[config.mk]
export PLATFORM = sky130hd
export DESIGN_NAME = sensor_debounce
export DESIGN_NICKNAME = d
export VERILOG_FILES = /design/src/rtl/sensor_debounce_pkg.sv /design/src/rtl/sensor_debounce_chan.sv /design/src/rtl/sensor_debounce.sv
export SDC_FILE = /design/constraint.sdc
export NUM_CORES = 1
export LEC_CHECK = 0
export BUFFER_PORTS_ARGS = -buffer_cell sky130_fd_sc_hd__buf_2
export CORE_ASPECT_RATIO = 0.6
export CORE_MARGIN = 1
export CORE_UTILIZATION = 45
export CTS_BUF_LIST = sky130_fd_sc_hd__clkbuf_8
export DETAILED_ROUTE_END_ITERATION = 10
export PLACE_DENSITY = 0.74
export SLEW_MARGIN = 40
export SYNTH_ARGS = -nofsm -noshare
export SYNTH_HDL_FRONTEND = slang
export SYNTH_SLANG_ARGS = --single-unit
[constraint.sdc]
create_clock -name clk -period 3.4 [get_ports clk]
set_input_delay 0.34 -clock clk [delete_from_list [all_inputs] [get_ports clk]]
set_output_delay 0.34 -clock clk [all_outputs]
set_load 0.005 [all_outputs]
[src/rtl/sensor_debounce_pkg.sv]
// ---------------------------------------------------------------------------
// sensor_pkg
// Shared definitions for the vehicle-sensor debounce stage: the per-channel
// FSM state encoding, register widths and the default timing constants.
// Optional build macro used by the design files: SENSOR_STUCK_DETECT_EN.
// ---------------------------------------------------------------------------
package sensor_pkg;

    localparam int STATE_W = 2;
    localparam int CNT_W   = 8;
    localparam int STUCK_W = 16;

    localparam int DEFAULT_DEBOUNCE = 4;
    localparam int DEFAULT_STUCK    = 1000;

    typedef enum logic [STATE_W-1:0] {
        IDLE   = 2'd0,
        ARM    = 2'd1,
        ON     = 2'd2,
        DISARM = 2'd3
    } state_t;

    // States in which the channel reports an accepted-high level.
    function automatic logic is_high(input state_t st);
        return (st == ON) || (st == DISARM);
    endfunction

endpackage

[src/rtl/sensor_debounce_chan.sv]
// ---------------------------------------------------------------------------
// debounce_chan
// One sensor channel: 2-flop synchroniser followed by a 4-state debounce FSM
// (IDLE/ARM/ON/DISARM). Optional stuck detection when the macro
// SENSOR_STUCK_DETECT_EN is defined.
// Ports:
//   clk    in   system clock, rising edge
//   rst_n  in   asynchronous active-low reset
//   raw    in   raw sensor line, asynchronous to clk
//   x      out  debounced level, registered
//   stuck  out  stuck flag (constant 0 unless SENSOR_STUCK_DETECT_EN)
// ---------------------------------------------------------------------------
module debounce_chan
    import sensor_pkg::*;
#(
    parameter int DEBOUNCE_CYCLES = DEFAULT_DEBOUNCE,
    parameter int STUCK_CYCLES    = DEFAULT_STUCK
) (
    input  logic clk,
    input  logic rst_n,
    input  logic raw,
    output logic x,
    output logic stuck
);

    localparam logic [CNT_W-1:0] CNT_LAST = CNT_W'(DEBOUNCE_CYCLES - 1);

    logic             sync_a;
    logic             sync_b;
    state_t           state;
    state_t           state_nxt;
    logic [CNT_W-1:0] cnt;
    logic [CNT_W-1:0] cnt_nxt;
    logic             x_nxt;

    always_ff @(posedge clk or negedge rst_n) begin
        if (!rst_n) begin
            sync_a <= 1'b0;
            sync_b <= 1'b0;
        end else begin
            sync_a <= raw;
            sync_b <= sync_a;
        end
    end

    // ARM/DISARM count consecutive samples of the new level; any sample of
    // the old level drops straight back, discarding the partial count.
    always_comb begin
        state_nxt = state;
        cnt_nxt   = cnt;
        case (state)
            IDLE: begin
                if (sync_b) begin
                    state_nxt = ARM;
                    cnt_nxt   = CNT_W'(1);
                end
            end
            ARM: begin
                if (!sync_b) begin
                    state_nxt = IDLE;
                    cnt_nxt   = '0;
                end else if (cnt == CNT_LAST) begin
                    state_nxt = ON;
                    cnt_nxt   = '0;
                end else begin
                    cnt_nxt = cnt + CNT_W'(1);
                end
            end
            ON: begin
                if (!sync_b) begin
                    state_nxt = DISARM;
                    cnt_nxt   = CNT_W'(1);
                end
            end
            DISARM: begin
                if (sync_b) begin
                    state_nxt = ON;
                    cnt_nxt   = '0;
                end else if (cnt == CNT_LAST) begin
                    state_nxt = IDLE;
                    cnt_nxt   = '0;
                end else begin
                    cnt_nxt = cnt + CNT_W'(1);
                end
            end
            default: begin
                state_nxt = IDLE;
                cnt_nxt   = '0;
            end
        endcase
    end

`ifdef SENSOR_STUCK_DETECT_EN
    localparam logic [STUCK_W-1:0] STUCK_MAX = STUCK_W'(STUCK_CYCLES);

    logic [STUCK_W-1:0] stuck_cnt;
    logic [STUCK_W-1:0] stuck_cnt_nxt;
    logic               stuck_nxt;

    // Counter saturates at STUCK_MAX so a long hold cannot wrap and re-arm.
    // The flag only clears once the FSM is back in IDLE.
    always_comb begin
        stuck_cnt_nxt = '0;
        stuck_nxt     = stuck;
        if (is_high(state)) begin
            stuck_cnt_nxt = (stuck_cnt < STUCK_MAX) ? stuck_cnt + STUCK_W'(1) : stuck_cnt;
            if (stuck_cnt_nxt >= STUCK_MAX) begin
                stuck_nxt = 1'b1;
            end
        end
        if (state_nxt == IDLE) begin
            stuck_nxt = 1'b0;
        end
        x_nxt = is_high(state_nxt) && !stuck_nxt;
    end

    always_ff @(posedge clk or negedge rst_n) begin
        if (!rst_n) begin
            stuck_cnt <= '0;
            stuck     <= 1'b0;
        end else begin
            stuck_cnt <= stuck_cnt_nxt;
            stuck     <= stuck_nxt;
        end
    end
`else
    always_comb begin
        x_nxt = is_high(state_nxt);
    end

    assign stuck = 1'b0;
`endif

    always_ff @(posedge clk or negedge rst_n) begin
        if (!rst_n) begin
            state <= IDLE;
            cnt   <= '0;
            x     <= 1'b0;
        end else begin
            state <= state_nxt;
            cnt   <= cnt_nxt;
            x     <= x_nxt;
        end
    end

endmodule

[src/rtl/sensor_debounce.sv]
// ---------------------------------------------------------------------------
// sensor_debounce
// Conditions the two raw vehicle-sensor lines into clean, synchronised,
// debounced levels for the traffic light controller, and emits a one-cycle
// strobe whenever either debounced level changes.
// Optional build macro: SENSOR_STUCK_DETECT_EN (per-channel stuck detection).
// Ports:
//   clk    in   system clock, rising edge
//   rst_n  in   asynchronous active-low reset
//   raw1   in   raw sensor, direction 1
//   raw2   in   raw sensor, direction 2
//   x1     out  debounced level, channel 1
//   x2     out  debounced level, channel 2
//   chg    out  one-cycle pulse the edge after {x1,x2} changed
//   stuck  out  per-channel stuck flags, bit0 = channel 1
// ---------------------------------------------------------------------------
module sensor_debounce
    import sensor_pkg::*;
#(
    parameter int DEBOUNCE_CYCLES = DEFAULT_DEBOUNCE,
    parameter int STUCK_CYCLES    = DEFAULT_STUCK
) (
    input  logic       clk,
    input  logic       rst_n,
    input  logic       raw1,
    input  logic       raw2,
    output logic       x1,
    output logic       x2,
    output logic       chg,
    output logic [1:0] stuck
);

    logic [1:0] x_prev;

    debounce_chan #(
        .DEBOUNCE_CYCLES (DEBOUNCE_CYCLES),
        .STUCK_CYCLES    (STUCK_CYCLES)
    ) u_chan1 (
        .clk   (clk),
        .rst_n (rst_n),
        .raw   (raw1),
        .x     (x1),
        .stuck (stuck[0])
    );

    debounce_chan #(
        .DEBOUNCE_CYCLES (DEBOUNCE_CYCLES),
        .STUCK_CYCLES    (STUCK_CYCLES)
    ) u_chan2 (
        .clk   (clk),
        .rst_n (rst_n),
        .raw   (raw2),
        .x     (x2),
        .stuck (stuck[1])
    );

    // Comparing against the previous pair gives a single pulse even when
    // both channels change on the same edge.
    always_ff @(posedge clk or negedge rst_n) begin
        if (!rst_n) begin
            x_prev <= 2'b00;
            chg    <= 1'b0;
        end else begin
            x_prev <= {x1, x2};
            chg    <= ({x1, x2} != x_prev);
        end
    end

endmodule

* Yosys cells after proc, flatten, opt, wreduce, memory -nomap -nowiden
Index checks and enable logic that the tools add are counted.
** Storage, ports and cells
- Logic and storage cells :: 63
- Register bits :: 29
- Output and inout bits :: 5
- Input port bits :: 4
** Cells by class
- Equality and inequality tests :: 17
- Reduce and logical (&&, ||, !) cells :: 6
- Add/subtract/negate cells :: 2
- Muxes and demuxes :: 26
** Operators with widths (number)
- two-way mux 8 bit :: 10
- case mux 8 bit (4 select lines) :: 2
- two-way mux 2 bit :: 12
- adder 8 x 1 -> 8 bit (second input constant) :: 2
- equality test 2 bit (second input constant) :: 8
- equality test 8 x 2 -> 1 bit (second input constant) :: 2
- case mux 2 bit (4 select lines) :: 2
- equality test 2 x 1 -> 1 bit (second input constant) :: 2
- logical NOT 2 bit :: 2
- != test 2 x 1 -> 1 bit (second input constant) :: 2
- != test 2 bit (second input constant) :: 2
- AND reduction 2 bit :: 2
- logical OR 1 bit :: 2
- != test 2 bit :: 1

* Depth between registers and ports, before layout
Gate-level depths: netlist of the first run.
- Depth after elaboration :: 6
- Depth in mapped cells :: 6
- Gate-level depth less buffers :: 5

* Modules after synthesis
A second synthesis of the first run with hierarchy kept.
** Second synthesis, totals
- Cells, all modules :: 124
- Area total of the unflattened synthesis :: 1305.0 sq um
** By module, submodules not included
- debounce_chan :: area each 604.3 sq um, sequential area each 300.3 sq um, cells each 59, times used 2
- sensor_debounce :: area each 96.3 sq um, sequential area each 75.1 sq um, cells each 6, times used 1

* Least setup slack after synthesis of the first run
OpenSTA, ideal clock, no wires.
- Kind :: reg-to-reg
- Start point :: register u_chan2.cnt[0]
- End point :: register u_chan2.cnt[3]
- Clock period less this slack :: 1.543 ns
- Slack :: 1.857 ns
- Required time :: 3.279 ns
- Arrival :: 1.422 ns
- Stages on the path, launching flop included :: 7
- Setup time :: 0.121 ns
- Buffers on the path :: 1
- Cells stage by stage :: dfrtp_1 > ha_1 > nor4b_4 > a211oi_2 > buf_6 > a21o_1 > a22o_1
** Between the ends
- Cells in the longest elaborated chain, start to end :: 4
- Elaborated cells between the ends (all ways) :: 6
- Those cells by class :: add/sub: 1; eq/ne: 1; mux: 4
** Ends and longest elaborated chain
- from (decl) :: RTL line sensor_debounce_chan.sv:32 : logic [CNT_W-1:0] cnt;
- from (signal assigned) :: RTL line sensor_debounce_chan.sv:141 : cnt <= cnt_nxt;
- adder 8 x 1 -> 8 bit / equality test 8 x 2 -> 1 bit (equally long branches)
- two-way mux 8 bit * :: RTL line sensor_debounce_chan.sv:62, sensor_debounce_chan.sv:79
- two-way mux 8 bit, on equally long branches :: RTL line sensor_debounce_chan.sv:76, sensor_debounce_chan.sv:59
- case mux 8 bit (4 select lines) * :: RTL line sensor_debounce_chan.sv:51 : case (state)
Every way passes the cells marked *; elsewhere a longest branch is shown, timed or not.
A chain may end at the register's enable or synchronous reset.

* Worst setup path after layout of the first run
- Start point :: register u_chan2.cnt[0]
- End point :: register u_chan2.cnt[6]
The elaborated chain is that of the path after synthesis.

==> flow_summary.yaml, run 1 <==
global_routing:
  grt_pass1_vias: 871
  grt_pass1_wl_um: 4084
  grt_max_degree: 30
  grt-ovfl-total: 0
  antenna_found_initial: 0
  grt.total_usage: 0.1782
sta:
  fin_crit_ns: 2.012
  fin_skew_ns: 0.003096
  timing.final.hold_violations: 0
  fin_ws_ns: 1.388
  slew_headroom: 0.5197
  clock.fmax_mhz: 497.0
  rsz0062_at_grt: "no"
  period_share: 0.5918
  worstMarginPinSlew_ns: 0.7191
  tns_ns: 0
  finalSetupViolations: 0
  finalMaxSlewViolations: 0
pwr:
  p_leak_nw: 0.6595
  pwr_density_cell_mw_per_mm2: 757.1
  vdd_drop_max_v: 0.0003795
synth:
  synth_seq_cells: 29
  yosysMostFrequentCell: "dfrtp_1"
  ys_top_cells_by_area: "dfrtp_1, mux2_1, a31oi_1"
  ys.flop_type: "dfrtp_1"
  synth_commonest_cells: "dfrtp_1, nand2_1, a31oi_1, nand3_1, mux2_1"
  yosys.area.top_type_share: 0.5370
  yosys_warnings: 0
  syn-cell-area_mm2: 0.001351
  async_reset_ff_frac: 1.000
  synth_edf_count: 0
  synth_area_leader_cell: "dfrtp_1"
  synthCells: 117
  ys_seq_area_frac: 0.5370
  synth.distinct_cells: 28
  avgSynthCellArea_um2: 11.55
drt:
  vias: 922
  dr.first_iter.drc_count: 92
  final_antenna_net_count: 0
  routed_wl_um: 2343
  drc_errors: 0
  vias_per_cell: 5.488
  routedWlPerCell_um: 13.95
  firstDrtPassIters: 5
critical_path:
  crit_fanout: 12
  cp_slowest_cell: "a211oi_2"
  max_stage_delay_ns: 0.61
  timing.rr.end: "u_chan2.cnt[6]"
  startpoint: "u_chan2.cnt[0]"
  crit_arrival_ns: 2.23
  worstPathRequired_ns: 3.61
  crit_chain: "ha_1 > nor4b_4 > a211oi_2 > or3b_1 > nand3_1"
  cp-start-kind: "flop"
  rrSetupSlack_ns: 1.39
  worstSetupEndpointType: "flop"
  reg2regPathDepth: 5
  crit_type: "reg2reg"
  r2r_start: "u_chan2.cnt[0]"
final_layout:
  layout-area-overhead-vs-synth_pct: 9.815
  final_cell_area_mm2: 0.001484
  n_antenna_cell: 0
  layout.cells.non_filler: 168
  fillers: 239
  nets: 133
  drive_gt1_frac: 0.1406
outcome:
  status: "complete, no violations"
placed_design:
  dpl.cell_count: 160
  io_buffers: 6
  gp_congestion: 0.9278
  hpwlAfterDp_um: 1610
  post_dp_cell_area_mm2: 0.001398
  dp_slack_ns: 1.420
cts:
  cts_resized: 0
  cts_sinks: 29
  clockBufferDepth: 2
  clock_latency_ns: 0.28
  cts.clk_slew.worst_paths_ns: 0.06
  cts-root-buf: "clkbuf_8"
  cts_tree: "built"
  h-tree-depth: 2
  numCtsBuffers: 5
  hold_buffers: 0
  postCtsSetupRepairBufs: 0
floorplan:
  die_x_um: 72.75
  start_util: 0.5075
  die_y_um: 44.45
  dieArea_mm2: 0.003233
  ioPinCount: 9
  core_mm2: 0.002663
  rows: 14
flow_run:
  maxCapViolations: 0
worst_hold_path:
  holdCritPathClass: "in2async"
## how the worst max path moves through the flow
stage | end | depth (start not counted)
final | u_chan2.cnt[6] | 5
after floorplan | u_chan2.cnt[3] | 6
after detailed placement | u_chan2.cnt[6] | 5
after CTS | u_chan2.cnt[6] | 5
after global placement | u_chan2.cnt[6] | 5
after global routing | u_chan2.cnt[6] | 5
## final cells by class
class                      instances  area (um^2)  share of cell area
tap                               40        50.05             0.03373
clock inverter                     3        17.52             0.01180
timing repair buffer               6        30.03             0.02024
multi-input combinational         83        584.3              0.3938
sequential                        29        725.7              0.4890
clock buffer                       5        68.82             0.04637
inverter                           2        7.507            0.005059
## power breakdown
group | internal, mW | total (mW) | switching, mW
Combinational | 0.151 | 0.342 | 0.191
Sequential | 0.431 | 0.508 | 0.0768
Clock | 0.141 | 0.274 | 0.133
## critical path, delay by kind of cell (launching register included)
family	cells	cell delay [ns]
fa+ha+maj	1	0.27
compound gates	1	0.61
flops	1	0.42
simple gates	3	0.64
## metal layers
metal	share of wire	global-route usage	up-vias
met5	0	0	-
li1	-	-	445
met1	0.54	0.2684	439
met4	0.014	0.09412	0
met2	0.37	0.2206	34
met3	0.075	0.06150	4
## cells in the final DEF, fill, tap and decap left out, types with 3 or more instances in the layout
master	count
nand2_1	11
a21oi_1	5
and3_1	4
nor2_1	3
clkbuf_8	5
nor3_1	3
xnor2_1	5
a22o_1	5
a31oi_1	9
buf_2	6
mux2_1	6
nand2b_1	3
dfrtp_1	29
nand3_1	9
## cells by family (layout without fill, tap and decap cells)
group,count (synthesis),count (layout),synth area share
compound gates,27,27,0.1398
xor+xnor,5,5,0.03241
fa+ha+maj,2,2,0.01852
buf+inv,6,16,0.03333
flops,29,29,0.5370
mux,7,7,0.05740
other cells,1,2,0.002775
simple gates,40,40,0.1787
## sequential cells by signal, summed over array words and instances, names as in the netlist, 2 cells and up
register,cells
u_chan1.cnt,8
u_chan2.cnt,8
u_chan1.state,2
u_chan2.state,2
x_prev,2
## per-stage QoR
step                      power (mW)  utilization  hold slack [ns]
final                          1.123       0.5573          0.07663
after global routing           1.203       0.5573           0.1322
after CTS                      1.126       0.5573           0.1014
after detailed placement      0.8498       0.5249           0.3363
after global placement        0.8339       0.5249           0.3313
after floorplan               0.7849            -          0.04441
Power figures use the tool's default switching activity.
==> run 2: changes to the inputs <==
--- a/config.mk
+++ b/config.mk
@@ -5,6 +5,7 @@
 export SDC_FILE = /design/constraint.sdc
 export NUM_CORES = 1
 export LEC_CHECK = 0
+export ABC_AREA = 1
 export BUFFER_PORTS_ARGS = -buffer_cell sky130_fd_sc_hd__buf_2
 export CORE_ASPECT_RATIO = 0.6
 export CORE_MARGIN = 1
==> constraint.sdc (replaced) <==
create_clock -name clk -period 2.07 [get_ports clk]
set_input_delay 0.207 -clock clk [delete_from_list [all_inputs] [get_ports clk]]
set_output_delay 0.207 -clock clk [all_outputs]
set_load 0.005 [all_outputs]
==> flow_summary.yaml, run 2 <==
sta:
  fin_ws_ns: 0.7047
  hold_slack_ns: 0.02908
  period_share: 0.6595
  worstMarginPinSlew_ns: 0.6106
  fin_crit_ns: 1.365
  timing.final.hold_violations: 0
  rsz0062_at_grt: "no"
  fin_skew_ns: 0.005674
  tns_ns: 0
  clock.fmax_mhz: 732.5
  finalSetupViolations: 0
  finalMaxSlewViolations: 0
  slew_headroom: 0.5930
synth:
  yosys_warnings: 0
  synth_commonest_cells: "nand2_1, dfrtp_1, inv_1, nand3_1, nor2_1"
  ys_seq_area_frac: 0.5035
  ys.flop_type: "dfrtp_1"
  yosysMostFrequentCell: "nand2_1"
  yosys.area.top_type_share: 0.5035
  avgSynthCellArea_um2: 8.284
  synth_area_leader_cell: "dfrtp_1"
  synthCells: 174
  ys_top_cells_by_area: "dfrtp_1, nand2_1, inv_1"
  synth.distinct_cells: 24
  synth_edf_count: 0
  async_reset_ff_frac: 1.000
  syn-cell-area_mm2: 0.001441
  synth_seq_cells: 29
outcome:
  status: "complete, no violations"
final_layout:
  final_common_cell: "nand2_1"
  layout.cells.non_filler: 230
  reg.largest.list: "u_chan1.cnt x8, u_chan2.cnt x8"
  n_antenna_cell: 0
  layout-area-overhead-vs-synth_pct: 11.63
  multi_input_area_um2: 621.8
  nets: 193
  mostFrequentLayoutCells: "nand2_1, dfrtp_1, inv_1"
  regArea_um2: 725.7
  drive_gt1_frac: 0.1596
  fillers: 286
pwr:
  p_leak_nw: 0.8031
  p_sw_uw: 601.3
  pwr-share-clk: 0.261
  pwr_density_cell_mw_per_mm2: 1062
  p_int_mw: 1.107
  combPwrFrac: 0.278
  p_seq_frac: 0.461
  vdd_drop_max_v: 0.0004009
  switching_share: 0.3520
  total_power_mw: 1.708
floorplan:
  start_util: 0.4861
  die_x_um: 75.07
  core_mm2: 0.002965
  rows: 15
  die_y_um: 45.84
  dieArea_mm2: 0.003441
  ioPinCount: 9
critical_path:
  path_buf_inv: 0
  crit_chain: "ha_1 > nand3_2 > nor3_4 > nand2_1 > o21ai_0"
  cp-start-kind: "flop"
  crit_fanout: 5
  worstSetupEndpointType: "flop"
  max_stage_delay_ns: 0.39
  crit_type: "reg2reg"
  cp_slowest_cell: "dfrtp_1"
  critical_path.top_delay_family: "simple AND/OR/NAND/NOR gates"
  crit_arrival_ns: 1.56
  worstPathRequired_ns: 2.26
global_routing:
  grt-ovfl-total: 0
  grt_max_degree: 30
  grt_pass1_wl_um: 4422
  grt.total_usage: 0.1857
  grt_pass1_vias: 955
  antenna_found_initial: 0
placed_design:
  hpwlAfterDp_um: 1880
  dp_slack_ns: 0.7156
  io_buffers: 6
  dpl.cell_count: 221
  gp_congestion: 0.9159
drt:
  vias_per_cell: 4.587
  final_antenna_net_count: 0
  dr.first_iter.drc_count: 118
  route.met2.wl_um: 1029
  drc_errors: 0
  vias: 1055
  maxUsedRoutingLayer: "met4"
  routedWlPerCell_um: 10.85
  wirelength_met1_um: 1323
  firstDrtPassIters: 4
  routed_wl_um: 2495
  wl_met3_um: 131
cts:
  clock_latency_ns: 0.28
  h-tree-depth: 2
  cts_sinks: 29
  cts_tree: "built"
  clockBufferDepth: 2
  numCtsBuffers: 5
  cts.clk_slew.worst_paths_ns: 0.06
  cts-root-buf: "clkbuf_8"
worst_hold_path:
  holdCritPathClass: "in2reg"
flow_run:
  maxCapViolations: 0
## run 2: cell types whose count changed in the layout (fill, tap and decap cells not counted), sizes merged, moves of 6 or more
cell	delta
nand2	+48
a31oi	-9
inv	+19
o21ai	+8
nor2	+16
nand3	+6
## run 2: cell type report
type,count,share of cell area
flip-flops and latches,29,0.4510
multi-input cells,122,0.3865
inverters,22,0.05132
clock buffers,5,0.04277
well taps,42,0.03266
repair buffers,7,0.02488
clock inverters,3,0.01089
## run 2: final timing paths
kind,start,slack (ns),to,cells past startpoint
min,raw2,0.03,u_chan2.sync_a,1
max reg2reg,u_chan2.cnt[1],0.70,u_chan2.state[1],5
min in group asynchronous,rst_n,0.47,u_chan1.cnt[6],2
max,u_chan2.cnt[1],0.70,u_chan2.state[1],5
max in group asynchronous,rst_n,1.19,u_chan1.cnt[3],2
min reg2reg,u_chan1.sync_a,0.35,u_chan1.sync_b,0
## run 2: cell families after synthesis
group                    share of synthesized area
adder cells (fa/ha/maj)                    0.01736
AND/OR/NAND/NOR                             0.3151
flip-flops                                  0.5035
XOR/XNOR                                   0.03646
other                                     0.002602
AO/OA/AOI/OAI                              0.04948
buffers and inverters                      0.06771
multiplexers                              0.007812
## run 2: worst reg2reg max path: stages, from the launching register on
cell and delay, ns:
dfrtp_1 0.39, ha_1 0.28, nand3_2 0.14, nor3_4 0.26
nand2_1 0.10, o21ai_0 0.10
## run 2: power groups by stage
stage	combinational [mW]	sequential [mW]	clock [mW]
6_report	0.474	0.787	0.447
5_1_grt	0.549	0.802	0.492
4_1_cts	0.479	0.789	0.465
3_5_place_dp	0.476	0.796	0
3_3_place_gp	0.457	0.789	0
2_1_floorplan	0.359	0.780	0
## run 2: metrics by stage
stage          area (um^2)    util
2_1_floorplan         1445       -
3_3_place_gp          1513  0.5101
3_5_place_dp          1513  0.5101
4_1_cts               1609  0.5426
5_1_grt               1609  0.5426
6_report              1609  0.5426
## run 2: layer usage
metal  GRT usage  vias to the layer above
met1      0.2720                      473
met3     0.06637                        3
met2      0.2505                       18
met5           0                        -
li1            -                      561
met4     0.06792                        0
## run 2: repair_timing
| item | 4_1_cts | 5_1_grt |
|---|---|---|
| hold endpoints to repair | 29 | 0 |
| gates resized for setup | 0 | 0 |
| hold buffers | 1 | 0 |
| setup buffers | 0 | 0 |
==> run 3: changes to the inputs <==
==> constraint.sdc (replaced) <==
create_clock -name clk -period 1.3 [get_ports clk]
set_input_delay 0.13 -clock clk [delete_from_list [all_inputs] [get_ports clk]]
set_output_delay 0.13 -clock clk [all_outputs]
set_load 0.005 [all_outputs]
==> flow_summary.yaml, run 3 (synthesized netlist as in run 2, its figures left out) <==
placed_design:
  dp_slack_ns: -0.03285
  gp_congestion: 0.9058
  io_buffers: 6
  hpwlAfterDp_um: 1841
cts:
  h-tree-depth: 2
  clockBufferDepth: 2
  clock_latency_ns: 0.27
  cts_tree: "built"
  cts.clk_slew.worst_paths_ns: 0.06
  cts-root-buf: "clkbuf_8"
  cts_sinks: 29
  numCtsBuffers: 5
global_routing:
  antenna_found_initial: 0
  grt.total_usage: 0.1843
  grt_max_degree: 30
  grt_pass1_wl_um: 4374
  grt-ovfl-total: 0
  grt_pass1_vias: 988
sta:
  period_share: 0.9882
  tns_ns: 0
  timing.final.hold_violations: 0
  fin_crit_ns: 1.285
  finalSetupViolations: 0
  slew_headroom: 0.5714
  finalMaxSlewViolations: 0
  rsz0062_at_grt: "yes"
  clock.fmax_mhz: 778.4
  fin_ws_ns: 0.01528
  worstMarginPinSlew_ns: 0.6428
  fin_skew_ns: 0.002145
drt:
  firstDrtPassIters: 4
  dr.first_iter.drc_count: 93
  routedWlPerCell_um: 11.80
  final_antenna_net_count: 0
  vias: 1129
  routed_wl_um: 2785
  drc_errors: 0
  vias_per_cell: 4.784
critical_path:
  critical_path.top_delay_family: "simple AND/OR/NAND/NOR gates"
  crit_type: "reg2reg"
  cp-start-kind: "flop"
  crit_arrival_ns: 1.49
  crit_fanout: 5
  max_stage_delay_ns: 0.43
  crit_chain: "ha_4 > nand2_2 > nor2_2 > nand2_2 > nor2_4 > nand2_2 > o21ai_2"
  crit_path_frequent_cell: "nand2_2"
  worstSetupEndpointType: "flop"
  cp_slowest_cell: "dfrtp_1"
  worstPathRequired_ns: 1.50
  path_buf_inv: 0
flow_run:
  maxCapViolations: 0
floorplan:
  dieArea_mm2: 0.003441
  core_mm2: 0.002965
  die_x_um: 75.07
  die_y_um: 45.84
  rows: 15
  start_util: 0.4861
  ioPinCount: 9
pwr:
  p_leak_nw: 0.8434
  total_power_mw: 3.023
  pwr_density_cell_mw_per_mm2: 1756
  vdd_drop_max_v: 0.0006940
final_layout:
  n_antenna_cell: 0
  mostFrequentLayoutCells: "nand2_1, dfrtp_1, inv_1"
  drive_gt1_frac: 0.2216
  layout-area-overhead-vs-synth_pct: 19.44
  reg.largest.list: "u_chan1.cnt x8, u_chan2.cnt x8"
  fillers: 258
  nets: 199
  final_common_cell: "nand2_1"
worst_hold_path:
  holdCritPathClass: "reg2reg"
outcome:
  status: "complete, no violations"
## run 3: worst reg2reg max path, stage by stage, from the launching register on
cell and delay (ns):
dfrtp_1 0.43, ha_4 0.18, nand2_2 0.06, nor2_2 0.09
nand2_2 0.10, nor2_4 0.19, nand2_2 0.09, o21ai_2 0.07
## run 3: final timing paths
path	from	to	slack, ns	cells after the start
max in group asynchronous	rst_n	u_chan1.cnt[6]	0.46	2
worst max-delay path	u_chan1.cnt[1]	u_chan1.state[1]	0.02	7
min in group asynchronous	rst_n	u_chan2.sync_a	0.43	2
worst max register to register	u_chan1.cnt[1]	u_chan1.state[1]	0.02	7
worst min register to register	u_chan1.sync_a	u_chan1.sync_b	0.35	0
worst min-delay path	u_chan1.sync_a	u_chan1.sync_b	0.35	0
## run 3: final cells by class
| type | instances | area (um^2) | share of cell area |
|---|---|---|---|
| Clock inverter | 1 | 5.005 | 0.002907 |
| Timing Repair Buffer | 13 | 90.09 | 0.05233 |
| Multi-Input combinational cell | 122 | 669.4 | 0.3888 |
| Tap cell | 42 | 52.55 | 0.03052 |
| Inverter | 22 | 82.58 | 0.04797 |
| Clock buffer | 7 | 96.34 | 0.05596 |
| Sequential cell | 29 | 725.7 | 0.4215 |
## run 3: per-layer routing
layer | global-route usage | up-vias | routed length, um
met3 | 0.05973 | 8 | 141
met1 | 0.2556 | 512 | 1391
met2 | 0.2649 | 35 | 1205
li1 | - | 574 | -
met5 | 0 | - | 0
met4 | 0.07925 | 0 | 46
## run 3: timing repair
item	CTS	global route
cloned	0	0
hold buffers	3	0
gates resized for setup	2	12
hold endpoints to repair	31	0
setup endpoints to repair	7	13
buffers inserted	0	3
pin swaps	0	4
## run 3: power by group
part | total (mW) | internal, mW | switching (mW)
combinational | 0.934 | 0.404 | 0.530
sequential | 1.27 | 1.10 | 0.167
clock | 0.819 | 0.478 | 0.341
total | 3.02 | 1.99 | 1.04
## run 3: metrics by stage
step	utilization	area, um^2	hold slack, ns	instances
2_1_floorplan	-	1445	-0.1656	175
3_3_place_gp	0.5127	1520	0.1858	222
3_5_place_dp	0.5127	1520	0.1881	222
4_1_cts	0.5587	1657	0.3503	233
5_1_grt	0.5806	1722	0.3642	236
6_report	0.5806	1722	0.3478	236
